--- src/rtl/wb_interconnect_nslv.sv ---
// Registered single-master / NUM_SLV-slave Wishbone interconnect.
// The slave index is decoded from the address, and the request is held until
// the selected slave acks or the bus times out. The master gets a one-cycle
// registered ack or err, with read data valid only in that cycle.
module wb_interconnect_nslv #(
  parameter int NUM_SLV = 4,
  parameter int SEL_LSB = 12,
  parameter int SLV_AW  = 10,
  parameter int TIMEOUT = 255
) (
  input  logic                  clk_i,
  input  logic                  rst_n,
  input  logic [31:0]           m0_wb_dat_i,
  input  logic [31:0]           m0_wb_adr_i,
  input  logic [3:0]            m0_wb_sel_i,
  input  logic                  m0_wb_we_i,
  input  logic                  m0_wb_cyc_i,
  input  logic                  m0_wb_stb_i,
  output logic [31:0]           m0_wb_dat_o,
  output logic                  m0_wb_ack_o,
  output logic                  m0_wb_err_o,
  input  logic [32*NUM_SLV-1:0] s_wb_dat_i,
  input  logic [NUM_SLV-1:0]    s_wb_ack_i,
  output logic [31:0]           s_wb_dat_o,
  output logic [SLV_AW-1:0]     s_wb_adr_o,
  output logic [3:0]            s_wb_sel_o,
  output logic                  s_wb_we_o,
  output logic [NUM_SLV-1:0]    s_wb_cyc_o,
  output logic [NUM_SLV-1:0]    s_wb_stb_o
);
  localparam int SW = (NUM_SLV > 1) ? $clog2(NUM_SLV) : 1;
  localparam logic [SW:0]  NSLV    = NUM_SLV[SW:0];
  localparam logic [15:0]  TO_LAST = 16'(TIMEOUT - 1);

  typedef enum logic [1:0] {IDLE, REQ, DERR, RESP} state_e;

  state_e              state_q, state_d;
  logic [31:0]         dat_q, dat_d, rdat_q, rdat_d;
  logic [SLV_AW-1:0]   adr_q, adr_d;
  logic [3:0]          sel_q, sel_d;
  logic                we_q, we_d, ack_q, ack_d, err_q, err_d;
  logic [SW-1:0]       tid_q, tid_d;
  logic [15:0]         cnt_q, cnt_d;

  logic [NUM_SLV-1:0][31:0] sdat;
  logic [SW-1:0]            tid_in;
  logic                     req, hit, slv_ack, last;

  assign sdat    = s_wb_dat_i;
  assign tid_in  = m0_wb_adr_i[SEL_LSB +: SW];
  assign req     = m0_wb_cyc_i & m0_wb_stb_i;
  // Non-power-of-two slave counts leave unused indices: those are decode misses.
  assign hit     = {1'b0, tid_in} < NSLV;
  // Only the selected slave's ack is ever looked at.
  assign slv_ack = s_wb_ack_i[tid_q];
  assign last    = (cnt_q == TO_LAST);

  // State and datapath registers; reset drops slave strobes asynchronously.
  always_ff @(posedge clk_i or negedge rst_n) begin
    if (!rst_n) begin
      state_q <= IDLE;
      dat_q   <= '0;
      adr_q   <= '0;
      sel_q   <= '0;
      we_q    <= 1'b0;
      tid_q   <= '0;
      cnt_q   <= '0;
      rdat_q  <= '0;
      ack_q   <= 1'b0;
      err_q   <= 1'b0;
    end else begin
      state_q <= state_d;
      dat_q   <= dat_d;
      adr_q   <= adr_d;
      sel_q   <= sel_d;
      we_q    <= we_d;
      tid_q   <= tid_d;
      cnt_q   <= cnt_d;
      rdat_q  <= rdat_d;
      ack_q   <= ack_d;
      err_q   <= err_d;
    end
  end

  // Next state; a master abort in REQ beats a same-cycle slave ack.
  always_comb begin
    state_d = state_q;
    case (state_q)
      IDLE: if (req) state_d = hit ? REQ : DERR;
      REQ: begin
        if (!m0_wb_cyc_i)        state_d = IDLE;
        else if (slv_ack || last) state_d = RESP;
      end
      DERR:    state_d = RESP;
      RESP:    state_d = IDLE;
      default: state_d = IDLE;
    endcase
  end

  // Request capture, timeout count and the one-cycle response pulse.
  always_comb begin
    dat_d  = dat_q;
    adr_d  = adr_q;
    sel_d  = sel_q;
    we_d   = we_q;
    tid_d  = tid_q;
    cnt_d  = '0;
    rdat_d = '0;
    ack_d  = 1'b0;
    err_d  = 1'b0;
    case (state_q)
      IDLE: if (req) begin
        dat_d = m0_wb_dat_i;
        adr_d = m0_wb_adr_i[SLV_AW+1:2];
        sel_d = m0_wb_sel_i;
        we_d  = m0_wb_we_i;
        tid_d = tid_in;
      end
      REQ: begin
        if (m0_wb_cyc_i) begin
          if (slv_ack) begin
            ack_d  = 1'b1;
            rdat_d = we_q ? 32'h0 : sdat[tid_q];
          end else if (last) begin
            err_d = 1'b1;
          end else begin
            cnt_d = cnt_q + 16'd1;
          end
        end
      end
      DERR:    err_d = 1'b1;
      default: ;
    endcase
  end

  assign m0_wb_dat_o = rdat_q;
  assign m0_wb_ack_o = ack_q;
  assign m0_wb_err_o = err_q;
  assign s_wb_dat_o  = dat_q;
  assign s_wb_adr_o  = adr_q;
  assign s_wb_sel_o  = sel_q;
  assign s_wb_we_o   = we_q;

  // One-hot slave cycle/strobe, live only while the request is outstanding.
  for (genvar k = 0; k < NUM_SLV; k++) begin : g_slv
    assign s_wb_cyc_o[k] = (state_q == REQ) && (tid_q == SW'(k));
    assign s_wb_stb_o[k] = s_wb_cyc_o[k];
  end
endmodule

--- config.mk ---
export PLATFORM = sky130hd
export DESIGN_NAME = wb_interconnect_nslv
export DESIGN_NICKNAME = d
export VERILOG_FILES = /design/src/rtl/wb_interconnect_nslv.sv
export SDC_FILE = /design/constraint.sdc
export NUM_CORES = 1
export LEC_CHECK = 0
export BUFFER_PORTS_ARGS = -buffer_cell sky130_fd_sc_hd__buf_2
export CAP_MARGIN = 20
export CELL_PAD_IN_SITES_DETAIL_PLACEMENT = 0
export CELL_PAD_IN_SITES_GLOBAL_PLACEMENT = 1
export CORE_ASPECT_RATIO = 1.4
export CORE_MARGIN = 5
export CORE_UTILIZATION = 32
export CTS_CLUSTER_SIZE = 14
export DETAILED_ROUTE_END_ITERATION = 7
export PLACE_DENSITY = 0.79
export SLEW_MARGIN = 10
export SYNTH_ARGS = -nofsm -noshare
export SYNTH_HDL_FRONTEND = slang
export SYNTH_SLANG_ARGS = --single-unit
--- constraint.sdc ---
create_clock -name clk_i -period 2.2 [get_ports clk_i]
set_input_delay 0.44 -clock clk_i [delete_from_list [all_inputs] [get_ports clk_i]]
set_output_delay 0.44 -clock clk_i [all_outputs]
set_load 0.03 [all_outputs]
# [Word-level counts from Yosys, hierarchy flattened]
# Index checks and enable logic that the tools add are counted.
[totals] register_bits=101 latchBits=0 ramBits=0 rom_bits=0 input_bits=205 n_memories=0
[op_classes] n_addsub=1 multipliers=0 div_mod_pow=0 magnitude_cmp=1 eq_ne=9 n_shift=0 muxes=23 n_bitwise=1 n_reduce_logical=9
[op_table] operator="two-way mux 32 bit" n=5
[op_table] operator="binary-select mux 32 bit (select 2 bit)" n=1
[op_table] operator="two-way mux 16 bit" n=4
[op_table] operator="adder 16 x 1 -> 16 bit (second input constant)" n=1
[op_table] operator="equality test 16 x 8 -> 1 bit (second input constant)" n=1
[op_table] operator="equality test 2 bit (second input constant)" n=4
[op_table] operator="one-hot mux 2 bit (4 select lines)" n=1
[op_table] operator="two-way mux 1 bit" n=7
[op_table] operator="two-way mux 2 bit" n=3
[op_table] operator="equality test 2 x 1 -> 1 bit (second input constant)" n=2
[op_table] operator="logical AND 1 bit" n=4
[op_table] operator="logical NOT 2 bit" n=2
[op_table] operator="AND reduction 2 bit" n=2
[op_table] operator="less-than comparator 2 x 3 -> 1 bit (second input constant)" n=1
[op_table] operator="inequality test 3 bit (second input constant)" n=1
[op_table] operator="binary-select mux 1 bit (select 2 bit)" n=1
[op_table] operator="inequality test 2 bit (second input constant)" n=1
[op_table] operator="one-hot mux 1 bit (2 select lines)" n=1
[op_table] operator="AND 1 bit" n=1
[op_table] operator="logical OR 1 bit" n=1

# [Logic depth before layout (Yosys ltp)]
# Gate-level depths: netlist of the first run.
[depth] depth_word=6 ltp_mapped=7 mapped_depth_nobuf=6

# [Worst setup path after synthesis of the first run]
# OpenSTA, ideal clock, no wires.
[synth_path] path_kind="reg-to-output" from="register tid_q[1]" to="output port s_wb_stb_o[0]" arrival_ns=1.869 required_ns=1.760 setup_slack_ns=-0.109 stages_incl_launch_ff=5 n_path_buf=3 cell_sequence="dfrtp_1 > buf_2 > buf_1 > nor3b_1 > buf_4"
[synth_between] elab_chain_len=2
[synth_rtl] item="start, declared" line="42" source="logic [SW-1:0] tid_q, tid_d;"
[synth_rtl] item="start signal, assigned" line="77" source="tid_q <= tid_d;"
[synth_rtl] item="logical NOT 2 bit" line="146" source="assign s_wb_cyc_o[k] = (state_q == REQ) && (tid_q == SW'(k));"
[synth_rtl] item="logical AND 1 bit" line="146"
[synth_rtl] item="end, declared" line="29" source="output logic [NUM_SLV-1:0] s_wb_stb_o"
# No other way between the ends.

# [Final worst setup path of the first run]
[layout_path] from="register state_q[1]" to="output port s_wb_stb_o[0]"
[layout_between] elab_chain_len=2
[layout_rtl] item="start, declared" line="37" source="state_e state_q, state_d;"
[layout_rtl] item="start signal, assigned" line="72" source="state_q <= state_d;"
[layout_rtl] item="equality test 2 x 1 -> 1 bit" line="146"
[layout_rtl] item="logical AND 1 bit" line="146"
# No other way between the ends.

==> results of run 1 <==
==> worst max-delay path: cells and delay by family, from the launching register on <==
family	cells	cell delay (ns)
flip-flops	1	0.40
buffers and inverters	2	0.37
adder cells (fa/ha/maj)	1	0.27
AND/OR/NAND/NOR	1	0.23
==> metrics by stage <==
stage / instances / total power (uW) / instance area [um2]
after floorplan: 326 / 5680 / 4730
after global placement: 775 / 6750 / 6340
after detailed placement: 775 / 6850 / 6340
after CTS: 791 / 8540 / 6660
after global routing: 791 / 8870 / 6660
final: 791 / 8400 / 6660
==> logic make-up (layout without fill, tap and decap cells) <==
| family | after synthesis | in the layout | share of synthesized area [%] |
|---|---|---|---|
| AO/OA/AOI/OAI | 12 | 12 | 1.64 |
| XOR/XNOR | 11 | 11 | 2.04 |
| adder cells (fa/ha/maj) | 6 | 6 | 1.59 |
| buffers and inverters | 24 | 300 | 2.67 |
| flip-flops | 101 | 101 | 53.5 |
| multiplexers | 83 | 83 | 27.6 |
| AND/OR/NAND/NOR | 89 | 89 | 10.9 |
==> registers in the layout, summed over array words and instances (netlist names) <==
name	cells
s_wb_adr_o	10
s_wb_dat_o	32
s_wb_we_o	1
cnt_q	16
state_q	2
m0_wb_err_o	1
m0_wb_dat_o	32
s_wb_sel_o	4
tid_q	2
m0_wb_ack_o	1
==> cell usage after synthesis (2+ instances only) <==
| cell | count | area, um2 |
|---|---|---|
| buf_1 | 4 | 15.0 |
| nand2_1 | 11 | 41.3 |
| xnor2_1 | 5 | 43.8 |
| nor2_1 | 16 | 60.1 |
| nor4_1 | 2 | 12.5 |
| xor2_1 | 6 | 52.6 |
| a21oi_1 | 4 | 20.0 |
| nor3_1 | 2 | 10.0 |
| o21ai_0 | 2 | 10.0 |
| nor2b_1 | 34 | 213 |
| and3_2 | 3 | 22.5 |
| buf_2 | 8 | 40.0 |
| and4_1 | 2 | 17.5 |
| dfrtp_1 | 101 | 2530 |
| buf_4 | 7 | 52.6 |
| nand4_1 | 3 | 18.8 |
| or3_2 | 2 | 15.0 |
| and3_1 | 2 | 12.5 |
| clkbuf_1 | 2 | 7.51 |
| mux4_2 | 33 | 743 |
| inv_1 | 3 | 11.3 |
| ha_1 | 6 | 75.1 |
| nand3_1 | 4 | 20.0 |
| mux2_2 | 49 | 552 |
==> final timing paths <==
path / endpoint / slack, ns / from / cells past startpoint
min in group clk_i: s_wb_dat_o[21]$_DFFE_PN0P_ / 0.32 / m0_wb_dat_i[21] / 2
worst min register to register: s_wb_adr_o[9]$_DFFE_PN0P_ / 0.50 / s_wb_adr_o[9]$_DFFE_PN0P_ / 1
worst max-delay path: s_wb_stb_o[0] / 0.16 / state_q[1]$_DFFE_PN0P_ / 4
max in group asynchronous: s_wb_dat_o[17]$_DFFE_PN0P_ / 1.53 / rst_n / 2
worst min-delay path: m0_wb_err_o$_DFF_PN0_ / 0.08 / rst_n / 1
worst max register to register: m0_wb_dat_o[13]$_DFF_PN0_ / 0.45 / tid_q[0]$_DFFE_PN0P_ / 3
==> routing by layer <==
layer,part of all wire [%],up-vias
met4,3.5,0
met5,0,-
met2,53,182
met1,35,1758
met3,8.7,23
li1,-,1712
==> power groups by stage <==
stage / Sequential [uW] / Clock, uW / Combinational (uW)
after global routing: 2790 / 1790 / 4290
final: 2710 / 1660 / 4030
after floorplan: 3800 / 0 / 1880
after detailed placement: 2750 / 0 / 4100
after CTS: 2720 / 1720 / 4100
after global placement: 2720 / 0 / 4030
==> area by class of cell <==
class                           instances  area (um2)
Timing Repair Buffer                  281        1480
Multi-Input combinational cell        201        2080
Sequential cell                       101        2530
Inverter                                3        11.3
Clock buffer                           11         253
Tap cell                              189         236
Fill cell                            1360        7850
Clock inverter                          5        66.3
==> flow_summary_export.csv, run 1 <==
group,metric,value,unit
grt,grt.busiest_layer,"met2",
finish,final_common_cell,"buf_2",
power_and_ir_drop,leakage,0.00335,uW
floorplan,start_util,32.6,%
finish,antenna_cells,0,
clock_tree,clockBufferDepth,2,
floorplan,rows,52,
routing,drt-wirelength-per-cell,16.8,um
clock_tree,cts_buffers,9,
clock_tree,root_buffer,"clkbuf_16",
clock_tree,cts_tree,"done",
worst_setup_path,cp_data_arrival_time,1.60,ns
worst_setup_path,crit_path_cell_trace,"inv_1 -> ha_1 -> nor3b_2 -> buf_2",
synthesis,ys_seq_area_share,53.5,%
grt,grt_use_total,15.3,%
timing,fmax,0.489,GHz
finish,mostFrequentLayoutCells,"buf_2, dfrtp_1, mux2_2, nor2b_1, mux4_2",
synthesis,synth.ff_latch_count,101,
clock_tree,clkLatencyLatePin,0.34,ns
timing,hold_slack,0.0769,ns
floorplan,pin_count,294,
place,io_buffers,273,
power_and_ir_drop,power_frac_seq,32.2,%
floorplan,fp.dieW,113,um
routing,totalWireLength,13.3,mm
synthesis,ys_warn_count,0,
place,pre_cts_ws,0.388,ns
finish,fin_nets,808,
synthesis,syn_nets,537,
timing,hold_viol,0,
synthesis,synth_ff_type,"dfrtp_1",
finish,syn2layout_area_growth,40.9,%
grt,grt_overflow,0,
timing,finalSetupViolCount,0,
place,gp_congestion,0.889,
synthesis,async_reset_ff_share,100,%
synthesis,synth_cell_types,39,
power_and_ir_drop,max-vdd-ir-drop,777,uV
worst_setup_path,cp-start-kind,"register",
synthesis,synth_edf_count,0,
worst_setup_path,crit_fanout,5,
timing,slew_headroom,64.6,%
timing,rsz0062_at_grt,"no",
power_and_ir_drop,power.density,1260,nW/um2
power_and_ir_drop,switchingPower,3300,uW
routing,vias_per_cell,4.65,
timing,tns,0,ns
worst_setup_path,cpPeakStageDelay,0.40,ns
power_and_ir_drop,sw_frac_of_total,39.3,%
worst_setup_path,crit_type,"reg -> out",
timing,skew,0.00772,ns
grt,globalRouteMet1Util,15.9,%
grt,grt_pass1_wl,21.0,mm
place,hpwl,11.0,mm
clock_tree,h-tree-depth,3,
hold_path,hold_path_class,"in -> async",
routing,drtPass1Iterations,4,
worst_setup_path,critPathCaptureType,"output port",
timing,setup_slack,0.157,ns
finish,drive_gt1_share,65.1,%
synthesis,netlist_instances,326,
grt,met2_usage,27.5,%
timing,post-route-period-util,92.9,%
grt,grt_use_met3,4.99,%
grt,antenna_found_initial,0,
routing,antenna_left,0,
clock_tree,hold_buffers,0,
timing,slew_violations,0,
floorplan,core,14500,um2
worst_setup_path,critPathRequiredTime,1.76,ns
floorplan,die_area,17300,um2
finish,final_util,45.9,%
floorplan,die_y,154,um
synthesis,netlist_area,4720,um2
power_and_ir_drop,clockPowerShare,19.8,%
clock_tree,cts_resized,0,
power_and_ir_drop,pwr-share-comb,48.0,%
run,max_cap_violations,0,
clock_tree,clk_pin_slew_worst_paths,0.07,ns
timing,min_period,2.04,ns
grt,grt_max_degree,47,
routing,drt_iter0_drc,83,
outcome,status,"complete, no violations",
routing,drc_errors,0,
clock_tree,postCtsSetupRepairBufs,0,
power_and_ir_drop,power.internal,5100,uW
clock_tree,cts_num_sinks,101,
routing,vias,3675,
synthesis,syn_area_per_cell,14.5,um2
timing,worst_pin_slew,0.531,ns
worst_setup_path,slowest_stage,"dfrtp_1",
grt,grt_pass1_vias,4179,
(Power assumes the default switching activity.)
==> inputs of run 2 (changes only) <==
--- a/config.mk
+++ b/config.mk
@@ -6,11 +6,9 @@
 export NUM_CORES = 1
 export LEC_CHECK = 0
 export BUFFER_PORTS_ARGS = -buffer_cell sky130_fd_sc_hd__buf_2
-export CAP_MARGIN = 20
 export CELL_PAD_IN_SITES_DETAIL_PLACEMENT = 0
 export CELL_PAD_IN_SITES_GLOBAL_PLACEMENT = 1
 export CORE_ASPECT_RATIO = 1.4
-export CORE_MARGIN = 5
 export CORE_UTILIZATION = 32
 export CTS_CLUSTER_SIZE = 14
 export DETAILED_ROUTE_END_ITERATION = 7
==> flow_summary_export.csv, run 2 (synthesis results as in run 1) <==
group,metric,value,unit
worst_setup_path,cp_data_arrival_time,1.61,ns
outcome,status,"complete, no violations",
timing,skew,0.00720,ns
finish,mostFrequentLayoutCells,"buf_2, dfrtp_1, mux2_2, nor2b_1, mux4_2",
timing,finalSetupViolCount,0,
finish,instances_no_fill,790,
floorplan,rows,52,
worst_setup_path,r2r_setup_slack,0.46,ns
routing,drt-wirelength-per-cell,16.4,um
finish,finish.instance_area,6670,um2
run,max_cap_violations,0,
timing,hold_viol,0,
worst_setup_path,cp-start-kind,"register",
worst_setup_path,cpPeakStageDelay,0.40,ns
clock_tree,h-tree-depth,3,
timing,tns,0,ns
worst_setup_path,r2r_start,"state_q[1]$_DFFE_PN0P_",
timing,fmax,0.487,GHz
grt,grt.busiest_layer,"met2",
floorplan,die_y,146,um
floorplan,die_area,15300,um2
timing,min_period,2.05,ns
routing,drt_iter0_drc,116,
worst_setup_path,critPathCaptureType,"output port",
grt,met2_usage,31.9,%
routing,vias,3811,
clock_tree,hold_buffers,0,
finish,final_util,46.2,%
floorplan,pin_count,294,
routing,totalWireLength,12.9,mm
place,gp_congestion,0.776,
worst_setup_path,crit_path_cell_trace,"inv_1 -> ha_1 -> nor3b_2 -> buf_2",
worst_setup_path,crit_fanout,5,
clock_tree,cts_buffers,9,
hold_path,hold_path_class,"in -> async",
worst_setup_path,rr_worst_depth,6,
clock_tree,postCtsSetupRepairBufs,0,
worst_setup_path,critPathRequiredTime,1.76,ns
grt,globalRouteMet1Util,18.4,%
routing,drtPass1Iterations,4,
routing,drc_errors,0,
grt,grt_pass1_wl,20.6,mm
timing,worst_pin_slew,0.684,ns
place,io_buffers,273,
finish,fin_nets,808,
place,place_area,6340,um2
floorplan,start_util,32.7,%
grt,grt_max_degree,53,
place,hpwl,10.4,mm
routing,antenna_left,0,
timing,rsz0062_at_grt,"no",
clock_tree,clk_pin_slew_worst_paths,0.07,ns
clock_tree,clkLatencyLatePin,0.34,ns
power_and_ir_drop,max-vdd-ir-drop,622,uV
power_and_ir_drop,power.density,1280,nW/um2
clock_tree,root_buffer,"clkbuf_16",
finish,final_common_cell,"buf_2",
finish,syn2layout_area_growth,41.2,%
worst_setup_path,crit_type,"reg -> out",
worst_setup_path,slowest_stage,"dfrtp_1",
clock_tree,cts_num_sinks,101,
finish,drive_gt1_share,65.0,%
floorplan,fp.dieW,105,um
timing,slew_headroom,54.4,%
floorplan,core,14400,um2
grt,antenna_found_initial,2,
routing,vias_per_cell,4.82,
timing,post-route-period-util,93.3,%
grt,grt_overflow,0,
power_and_ir_drop,leakage,0.00335,uW
clock_tree,clockBufferDepth,2,
grt,grt_use_total,17.6,%
clock_tree,cts_resized,0,
worst_setup_path,timing.rr.end,"cnt_q[15]$_DFF_PN0_",
place,dp_cells,775,
grt,grt_pass1_vias,4220,
grt,grt_use_met3,4.88,%
clock_tree,cts_tree,"done",
timing,slew_violations,0,
-- run 2: cell types whose count changed in the layout (fill, tap and decap cells not counted) --
cell | previous run | this run
bufinv_16 | 1 | 3
clkbuf_8 | 2 | 0
clkinv_4 | 1 | 0
clkinvlp_4 | 1 | 0
diode_2 | 0 | 1
inv_6 | 1 | 2
inv_8 | 1 | 0
-- run 2: layer usage --
metal / part of all wire (%) / vias up
li1: - / 1715
met1: 36 / 1858
met2: 54 / 202
met3: 7.2 / 34
met4: 3.3 / 2
met5: 0.13 / -
-- run 2: how the worst max path moves through the flow --
stage / from / to / slack (ns) / cells past startpoint
floorplan: tid_q[1]$_DFFE_PN0P_ / s_wb_stb_o[2] / 0.14 / 5
global placement: s_wb_ack_i[2] / m0_wb_dat_o[1]$_DFF_PN0_ / 0.45 / 6
detailed placement: s_wb_ack_i[2] / cnt_q[15]$_DFF_PN0_ / 0.39 / 5
CTS: state_q[1]$_DFFE_PN0P_ / s_wb_cyc_o[0] / 0.13 / 4
global route: state_q[1]$_DFFE_PN0P_ / s_wb_cyc_o[2] / 0.06 / 5
finish: state_q[1]$_DFFE_PN0P_ / s_wb_cyc_o[0] / 0.15 / 4
-- run 2: metrics by stage --
step	total power, uW	setup slack (ns)	hold slack [ns]
finish	8560	0.148	0.142
global route	9030	0.0570	0.192
floorplan	5680	0.139	0.144
detailed placement	6860	0.388	0.488
global placement	6740	0.454	0.481
CTS	8670	0.127	0.160
-- run 2: cell type report --
class / count / area (um2)
flip-flops and latches: 101 / 2530
fillers: 1392 / 7770
diodes: 1 / 2.50
inverters: 3 / 11.3
repair buffers: 281 / 1480
clock buffers: 9 / 225
clock inverters: 5 / 108
well taps: 189 / 236
multi-input cells: 201 / 2080
-- run 2: critical path, delay by kind of cell (launching register included) --
kind,cells,cell delay (ns)
flip-flops,1,0.40
buffers and inverters,2,0.36
AND/OR/NAND/NOR,1,0.23
adder cells (fa/ha/maj),1,0.28
-- run 2: power breakdown --
part / switching [uW] / total [uW] / internal [uW]
registers: 271 / 2700 / 2430
clock network: 689 / 1800 / 1110
logic: 2330 / 4060 / 1730
==> inputs of run 3 (changes only) <==
--- a/config.mk
+++ b/config.mk
@@ -5,14 +5,15 @@
 export SDC_FILE = /design/constraint.sdc
 export NUM_CORES = 1
 export LEC_CHECK = 0
+export ABC_AREA = 1
 export BUFFER_PORTS_ARGS = -buffer_cell sky130_fd_sc_hd__buf_2
 export CELL_PAD_IN_SITES_DETAIL_PLACEMENT = 0
 export CELL_PAD_IN_SITES_GLOBAL_PLACEMENT = 1
 export CORE_ASPECT_RATIO = 1.4
-export CORE_UTILIZATION = 32
+export CORE_UTILIZATION = 31
 export CTS_CLUSTER_SIZE = 14
 export DETAILED_ROUTE_END_ITERATION = 7
-export PLACE_DENSITY = 0.79
+export PLACE_DENSITY = 0.8
 export SLEW_MARGIN = 10
 export SYNTH_ARGS = -nofsm -noshare
 export SYNTH_HDL_FRONTEND = slang
==> flow_summary_export.csv, run 3 <==
group,metric,value,unit
timing,rsz0062_at_grt,"yes",
clock_tree,cts_num_sinks,101,
hold_path,hold_path_class,"in -> async",
clock_tree,clockBufferDepth,2,
synthesis,synth_ff_type,"dfrtp_1",
timing,post-route-period-util,97.5,%
synthesis,synth_cell_types,24,
synthesis,async_reset_ff_share,100,%
synthesis,syn_area_per_cell,8.68,um2
timing,skew,0.00837,ns
worst_setup_path,cp_common_cell,"inv_1",
timing,worst_pin_slew,0.617,ns
synthesis,synthTopCellsByCount,"nand2_1, dfrtp_1, nor2_1, inv_1, mux2_2",
finish,final_common_cell,"buf_2",
finish,mostFrequentLayoutCells,"buf_2, nand2_1, dfrtp_1, nor2_1, inv_1",
grt,antenna_found_initial,0,
timing,tns,0,ns
clock_tree,cts_tree,"done",
worst_setup_path,cpPeakStageDelay,0.40,ns
synthesis,synth.most_common_cell,"nand2_1",
routing,drt_iter0_drc,188,
grt,grt_pass1_wl,22.0,mm
place,place_area,6610,um2
clock_tree,root_buffer,"clkbuf_16",
worst_setup_path,r2r_start,"tid_q[0]$_DFFE_PN0P_",
synthesis,synth_edf_count,0,
floorplan,die_y,153,um
worst_setup_path,path_buf_inv,3,
clock_tree,clkLatencyLatePin,0.35,ns
finish,antenna_cells,0,
synthesis,netlist_instances,583,
power_and_ir_drop,p_total,8470,uW
power_and_ir_drop,power.density,1220,nW/um2
clock_tree,cts_buffers,9,
routing,vias,4752,
clock_tree,clk_pin_slew_worst_paths,0.07,ns
floorplan,core,15700,um2
timing,finalSetupViolCount,0,
worst_setup_path,crit_type,"reg -> out",
worst_setup_path,cp_top_family,"buffers and inverters",
floorplan,fp.dieW,110,um
clock_tree,hold_buffers,0,
routing,drtPass1Iterations,4,
timing,hold_viol,0,
synthesis,ys_warn_count,0,
power_and_ir_drop,max-vdd-ir-drop,727,uV
worst_setup_path,cp-start-kind,"register",
worst_setup_path,slowest_stage,"dfrtp_1",
routing,totalWireLength,14.2,mm
timing,slew_violations,0,
floorplan,die_area,16900,um2
place,io_buffers,273,
routing,antenna_left,0,
worst_setup_path,rr_worst_depth,7,
timing,fmax,0.466,GHz
worst_setup_path,r2r_setup_slack,0.30,ns
outcome,status,"complete, no violations",
grt,grt_overflow,0,
synthesis,synth_top_cell_by_area,"dfrtp_1",
finish,drive_gt1_share,42.5,%
worst_setup_path,crit_path_cell_trace,"inv_1 -> ha_1 -> inv_1 -> nor3_2 -> buf_2",
worst_setup_path,timing.rr.end,"m0_wb_dat_o[3]$_DFF_PN0_",
worst_setup_path,cp_data_arrival_time,1.70,ns
run,max_cap_violations,0,
routing,vias_per_cell,4.53,
synthesis,synth_top_area_share,49.9,%
finish,finish.instance_area,6950,um2
timing,min_period,2.14,ns
finish,final_util,44.2,%
synthesis,synth.ff_latch_count,101,
floorplan,rows,54,
timing,setup_slack,0.0561,ns
synthesis,syn_nets,794,
grt,grt_use_total,17.2,%
routing,drc_errors,0,
worst_setup_path,critPathRequiredTime,1.76,ns
grt,grt_max_degree,48,
worst_setup_path,crit_fanout,4,
finish,syn2layout_area_growth,37.3,%
worst_setup_path,critPathCaptureType,"output port",
routing,drt-wirelength-per-cell,13.6,um
floorplan,pin_count,294,
floorplan,start_util,32.2,%
grt,grt_pass1_vias,4496,
finish,fin_nets,1058,
place,hpwl,11.1,mm
clock_tree,h-tree-depth,3,
timing,slew_headroom,58.7,%
power_and_ir_drop,leakage,0.00387,uW
place,gp_congestion,0.760,
synthesis,netlist_area,5060,um2
synthesis,synth.area.top_cells,"dfrtp_1, mux2_2, nand2_1, nor2_1, nand3_1",
place,pre_cts_ws,0.221,ns
synthesis,ys_seq_area_share,49.9,%
run 3: changes by cell type in the layout (fill, tap and decap cells not counted), moves of 32 or more:
cell,change
a21oi_1,+32
inv_1,+51
nand3_1,+41
nor2_1,+48
mux4_2,-33
nand2_1,+123
o21ai_0,+33
nor2b_1,-34
run 3: how the worst max path moves through the flow:
stage | from | to | slack, ns | depth (start not counted)
3_3_place_gp | state_q[1]$_DFFE_PN0P_ | s_wb_cyc_o[0] | 0.23 | 5
2_1_floorplan | tid_q[0]$_DFFE_PN0P_ | s_wb_stb_o[0] | 0.003 | 4
4_1_cts | state_q[1]$_DFFE_PN0P_ | s_wb_stb_o[0] | 0.02 | 5
3_5_place_dp | state_q[1]$_DFFE_PN0P_ | s_wb_stb_o[0] | 0.22 | 5
5_1_grt | state_q[1]$_DFFE_PN0P_ | s_wb_cyc_o[1] | -0.06 | 5
6_report | state_q[1]$_DFFE_PN0P_ | s_wb_stb_o[0] | 0.06 | 5
run 3: what timing repair did:
item,4_1_cts,5_1_grt
endpoints found under the hold margin,0,0
endpoints found under the setup margin,2,8
buffers inserted,0,0
pin swaps,0,0
resized for setup,1,0
run 3: routing by layer:
metal	global-route usage, %	routed length [um]	vias up
met5	0	0	-
met4	6.48	254	0
met3	4.14	1140	19
met2	31.1	7380	185
met1	18.9	5440	2159
li1	-	-	2389
run 3: power by group:
| group | internal [uW] | switching [uW] | total, uW |
|---|---|---|---|
| logic | 1390 | 2720 | 4100 |
| clock network | 924 | 783 | 1710 |
| registers | 2380 | 277 | 2660 |
run 3: cell type report:
class	instances	area, um2
fill	1615	8790
sequential	101	2530
multi-input combinational	392	2130
timing repair buffer	287	1500
tap	196	245
clock buffer	9	225
inverter	56	213
clock inverter	7	108
run 3: worst register-to-register path, stage by stage, from the launching register on:
cell and delay [ns]:
dfrtp_1 0.61, inv_2 0.14, nand3_1 0.09, nand2_1 0.09, nor2_4 0.20, nor2_4 0.06
nand2_2 0.46, nor2_1 0.11
run 3: cell families (layout without fill, tap and decap cells):
logic type | count (synthesis) | in the layout | share of synthesized area, %
simple gates | 260 | 260 | 21.5
mux | 46 | 46 | 10.2
flops | 101 | 101 | 49.9
xor+xnor | 8 | 8 | 1.38
buf+inv | 90 | 359 | 8.33
compound gates | 72 | 72 | 7.17
fa+ha+maj | 6 | 6 | 1.48
run 3: metrics by stage:
stage | hold WS, ns | std cells
2_1_floorplan | 0.144 | 583
5_1_grt | 0.101 | 1048
3_3_place_gp | 0.466 | 1032
6_report | 0.0618 | 1048
4_1_cts | 0.0902 | 1048
3_5_place_dp | 0.460 | 1032
